$ cat src/rtl/pcie_app_consumer.sv
// Rate-throttled 64-bit stream sink with a running checksum
// exposed through the app register map (253 rate, 254/255 checksum).
module pcie_app_consumer #(
  parameter int RATE_BITS = 8
) (
  input  logic        pcieClk_in,
  input  logic        reset_in,
  input  logic        cpuWrValid_in,
  input  logic [7:0]  cpuWrAddr_in,
  input  logic [31:0] cpuWrData_in,
  input  logic        cpuRdValid_in,
  input  logic [7:0]  cpuRdAddr_in,
  output logic [31:0] cpuRdData_out,
  output logic        cpuRdValid_out,
  input  logic [63:0] rxData_in,
  input  logic        rxValid_in,
  output logic        rxReady_out
);

  typedef enum logic {
    READY,
    THROTTLE
  } state_t;

  state_t               state;
  state_t               state_nx;
  logic [RATE_BITS-1:0] rate;
  logic [RATE_BITS-1:0] count;
  logic [RATE_BITS-1:0] count_nx;
  logic [63:0]          checksum;
  logic [63:0]          sum_base;
  logic [31:0]          shadow;
  logic [31:0]          rd_data;
  logic                 accept;
  logic                 wr_rate;
  logic                 wr_clr;
  logic                 rd_lsw;
  logic                 rd_hit;
  logic                 unused_wr_bits;

  assign accept  = rxValid_in & rxReady_out;
  assign wr_rate = cpuWrValid_in && (cpuWrAddr_in == 8'd253);
  assign wr_clr  = cpuWrValid_in && (cpuWrAddr_in == 8'd254);
  assign rd_lsw  = cpuRdValid_in && (cpuRdAddr_in == 8'd254);
  assign rd_hit  = cpuRdValid_in && (cpuRdAddr_in >= 8'd253);
  assign unused_wr_bits = ^cpuWrData_in;

  // Clear happens before the add so a same-cycle accept lands on zero
  assign sum_base = wr_clr ? 64'd0 : checksum;

  always_comb begin
    state_nx = state;
    count_nx = count;
    case (state)
      READY: begin
        if (accept && (rate != '0)) begin
          state_nx = THROTTLE;
          count_nx = rate;
        end
      end
      THROTTLE: begin
        count_nx = count - 1'b1;
        if (count <= 1) begin
          state_nx = READY;
        end
      end
      default: state_nx = READY;
    endcase
  end

  always_comb begin
    rd_data = 32'd0;
    case (cpuRdAddr_in)
      8'd253:  rd_data = 32'(rate);
      8'd254:  rd_data = checksum[31:0];
      8'd255:  rd_data = shadow;
      default: rd_data = 32'd0;
    endcase
  end

  always_ff @(posedge pcieClk_in) begin
    if (reset_in) begin
      state          <= READY;
      count          <= '0;
      rate           <= '0;
      checksum       <= 64'd0;
      shadow         <= 32'd0;
      rxReady_out    <= 1'b0;
      cpuRdValid_out <= 1'b0;
      cpuRdData_out  <= 32'd0;
    end else begin
      state       <= state_nx;
      count       <= count_nx;
      rxReady_out <= (state_nx == READY);
      if (wr_rate) begin
        rate <= cpuWrData_in[RATE_BITS-1:0];
      end
      checksum <= accept ? sum_base + rxData_in : sum_base;
      // A snapshot keeps the MSW coherent with the LSW just returned
      if (rd_lsw) begin
        shadow <= checksum[63:32];
      end else if (wr_clr) begin
        shadow <= 32'd0;
      end
      cpuRdValid_out <= rd_hit;
      if (rd_hit) begin
        cpuRdData_out <= rd_data;
      end
    end
  end

endmodule
$ cat config.mk
export PLATFORM = sky130hd
export DESIGN_NAME = pcie_app_consumer
export DESIGN_NICKNAME = d
export VERILOG_FILES = /design/src/rtl/pcie_app_consumer.sv
export SDC_FILE = /design/constraint.sdc
export NUM_CORES = 1
export LEC_CHECK = 0
export CAP_MARGIN = 0
export CORE_MARGIN = 2
export CORE_UTILIZATION = 60
export DETAILED_ROUTE_END_ITERATION = 7
export PLACE_DENSITY = 0.87
export SYNTH_ARGS = -nofsm -noshare
export SYNTH_HDL_FRONTEND = slang
export SYNTH_SLANG_ARGS = --single-unit
$ cat constraint.sdc
create_clock -name pcieClk_in -period 12.8 [get_ports pcieClk_in]
set_input_delay 2.56 -clock pcieClk_in [delete_from_list [all_inputs] [get_ports pcieClk_in]]
set_output_delay 2.56 -clock pcieClk_in [all_outputs]
set_load 0.05 [all_outputs]
==> reports/summary.txt <==
synth unique cells -> 76
post-cts resize count -> 0
vias in the first global route -> 9,259
Core Region -> 16,000 sq um
setup bufs post-CTS -> 0
Pleak -> 4.70 nW
via count -> 9,762
# setup viols final -> 0
top post-synthesis cells by area -> dfxtp_1 (30%), a21oi_1 (8.6%), ha_1 (8.2%)
dpl cells -> 1,551
count leader, synth -> a21oi_1
area leader, netlist -> dfxtp_1
Clock Latency Late Sink -> 420 ps
initial DRC count -> 960
status -> complete, no violations
pwr/cell area -> 114 nW/um^2
Initial Util -> 61.8%
Setup CP Type -> in2reg
final-report hold violation count -> 0
Comb pwr share -> 21.9%
slowest cell on the critical path -> a2111oi_0
Reg2Reg Setup Slack -> 8770 ps
Seq pwr share -> 36.9%
vias per std cell -> 6.17
final worst path period need -> 7660 ps
GR Overflow Total -> 0
Fillers -> 1,250
gr usage total -> 32.4%
die height -> 132 um
Yosys reg bits -> 147
TritonCTS Buffers -> 17
Setup Skew -> 6.18 ps
setup repair after global routing missed its margin -> no
ANT nets after route -> 0
Post-Syn Instances -> 1,292
pin count of the biggest net entering global routing -> 111
PortBufs -> 126
CTS tree -> yes
VDD IR-drop max -> 0.0581 mV
sequential fraction of the synthesis area -> 29.8%
drt wl/cell -> 18.3 um
max-slew violations -> 0
Syn Area/Cell -> 7.65 sq um
Worst Hold Class -> reg2reg
Die ar. -> 17,500 sq um
switch share -> 27.8%
fin nets -> 1,537
crit-path max FO -> 98
Reg area -> 2940 sq um
syn_nets -> 1,475
Crit. End Element -> flop
number of synthesized flops with an enable pin -> 0
Max-Slew Margin vs Limit -> 24.2%
final worst-path cycle share -> 59.8%
Die X -> 132 um
Rows -> 46
CP Data Required Time -> 13,120 ps
DRT Wirelength -> 29,000 um
H-Tree Level Count -> 4
CTS sink cnt -> 147
hpwl dp -> 20,800 um
CP Launch Type -> input port
Clock transition at path regs -> 60 ps
Clk network pwr share -> 41.2%
worst-path cell chain -> clkdlybuf4s50_1 > nand4_1 > or4_2 > buf_4 > and2_1 > ha_1 > nand4_1 > nor4_1 > nor2b_1 > a32o_1 > o21ai_1 > a2111oi_0 > o21ai_0 > a21boi_0 > o21ai_0 > a32o_1
Switch Pwr -> 369 uW
crit path DAT -> 7980 ps
IO Count -> 151
Post-synth ARST share -> 0%
Synth top area share -> 29.8%
highest attainable clock frequency -> 131 MHz
Main synth FF type -> dfxtp_1
GPL Wtd Cong -> 0.973
ant diodes -> 0
Pre-antenna DRT Iters -> 6
Mapped Area -> 9890 sq um
ranking of synthesized cells by instance count -> a21oi_1 (169), dfxtp_1 (147), nor2_1 (140)
Clock Tree Buf Depth -> 2
area of the multi-input gates -> 6440 sq um
P_int -> 957 uW
CTS root buf -> clkbuf_16
global-route wire length before repair -> 46,000 um
hold buffers post-CTS -> 0
Slew @ Worst Pin -> 1130 ps
Non-Filler Instances -> 1,583
CP max stage delay -> 730 ps
initial antenna violation count -> 0
Layout area overhead -> 18.1%
MaxCap Viol Count -> 0
synth warn -> 0
DRC viols -> 0
setup_tns -> 0 ps
share of cells above drive strength 1 -> 5.49%
[power groups by stage]
stage          Sequential [mW]  Combinational, mW  Clock (mW)
4_1_cts                  0.489              0.286       0.543
3_3_place_gp             0.498              0.278           0
6_report                 0.490              0.291       0.546
5_1_grt                  0.490              0.319       0.565
2_1_floorplan            0.491              0.210           0
3_5_place_dp             0.498              0.283           0
[final timing paths]
path | startpoint | end | depth (start not counted)
setup / recovery | cpuWrValid_in | checksum[52] | 16
hold / removal | checksum[38] | shadow[6] | 2
setup reg to reg | checksum[26] | checksum[52] | 12
hold reg to reg | checksum[38] | shadow[6] | 2
[cell type report]
class | count | area share, %
Sequential cell | 147 | 25.2
Tap cell | 216 | 2.31
Clock buffer | 24 | 4.38
Multi-Input combinational cell | 1034 | 55.1
Clock inverter | 8 | 1.23
Inverter | 24 | 0.771
Timing Repair Buffer | 130 | 11.0
[worst max-delay path, delay by kind of cell]
family                   cells  cell delay (ps)
AO/OA/AOI/OAI                7             1940
adder cells (fa/ha/maj)      1              470
buffers and inverters        2              850
AND/OR/NAND/NOR              6             2090
[per-layer routing]
layer	track usage [%]	up-vias	wire length, um
met4	12.2	0	933
met3	6.34	75	2280
met5	0	-	0
met2	55.4	448	14000
li1	-	4708	-
met1	40.3	4531	11800
[layout by cell type (no fill, tap or decap), types with 36 or more instances in the layout]
cell type,instances
nor2_1,140
nand3_1,50
clkdlybuf4s50_1,124
ha_1,65
a21o_1,36
o21ai_0,61
dfxtp_1,147
a21oi_1,169
nor3_1,42
nand2_1,121
and2_1,68
[sequential cells by signal (all words and copies together), names as in the netlist]
signal and cells:
state 1, shadow 32, rate 8, checksum 64, rxReady_out 1, cpuRdData_out 32
cpuRdValid_out 1, count 8
[stage by stage]
step | instance area, sq um | setup slack [ps] | utilization, % | hold slack, ps | power, mW
after floorplan | 9890 | 6470 | - | 427 | 0.701
after global placement | 11000 | 4960 | 68.9 | 440 | 0.775
after detailed placement | 11000 | 4900 | 68.9 | 461 | 0.781
after CTS | 11700 | 5270 | 73.0 | 467 | 1.32
after global routing | 11700 | 4970 | 73.0 | 481 | 1.37
final | 11700 | 5140 | 73.0 | 467 | 1.33
[cells by family (layout without fill, tap and decap cells)]
family                     Yosys count  after routing  synth area share [%]
AOI/OAI and AO/OA                  370            370                  23.1
buffers and inverters              111            186                  5.24
muxes                               36             36                  3.70
DFF                                147            147                  29.8
xor gates and xnor gates            55             55                  4.87
adders and majority gates           66             66                  8.43
and+or+nand+nor                    507            507                  24.9
No activity file was read; power rests on OpenSTA's default activity.
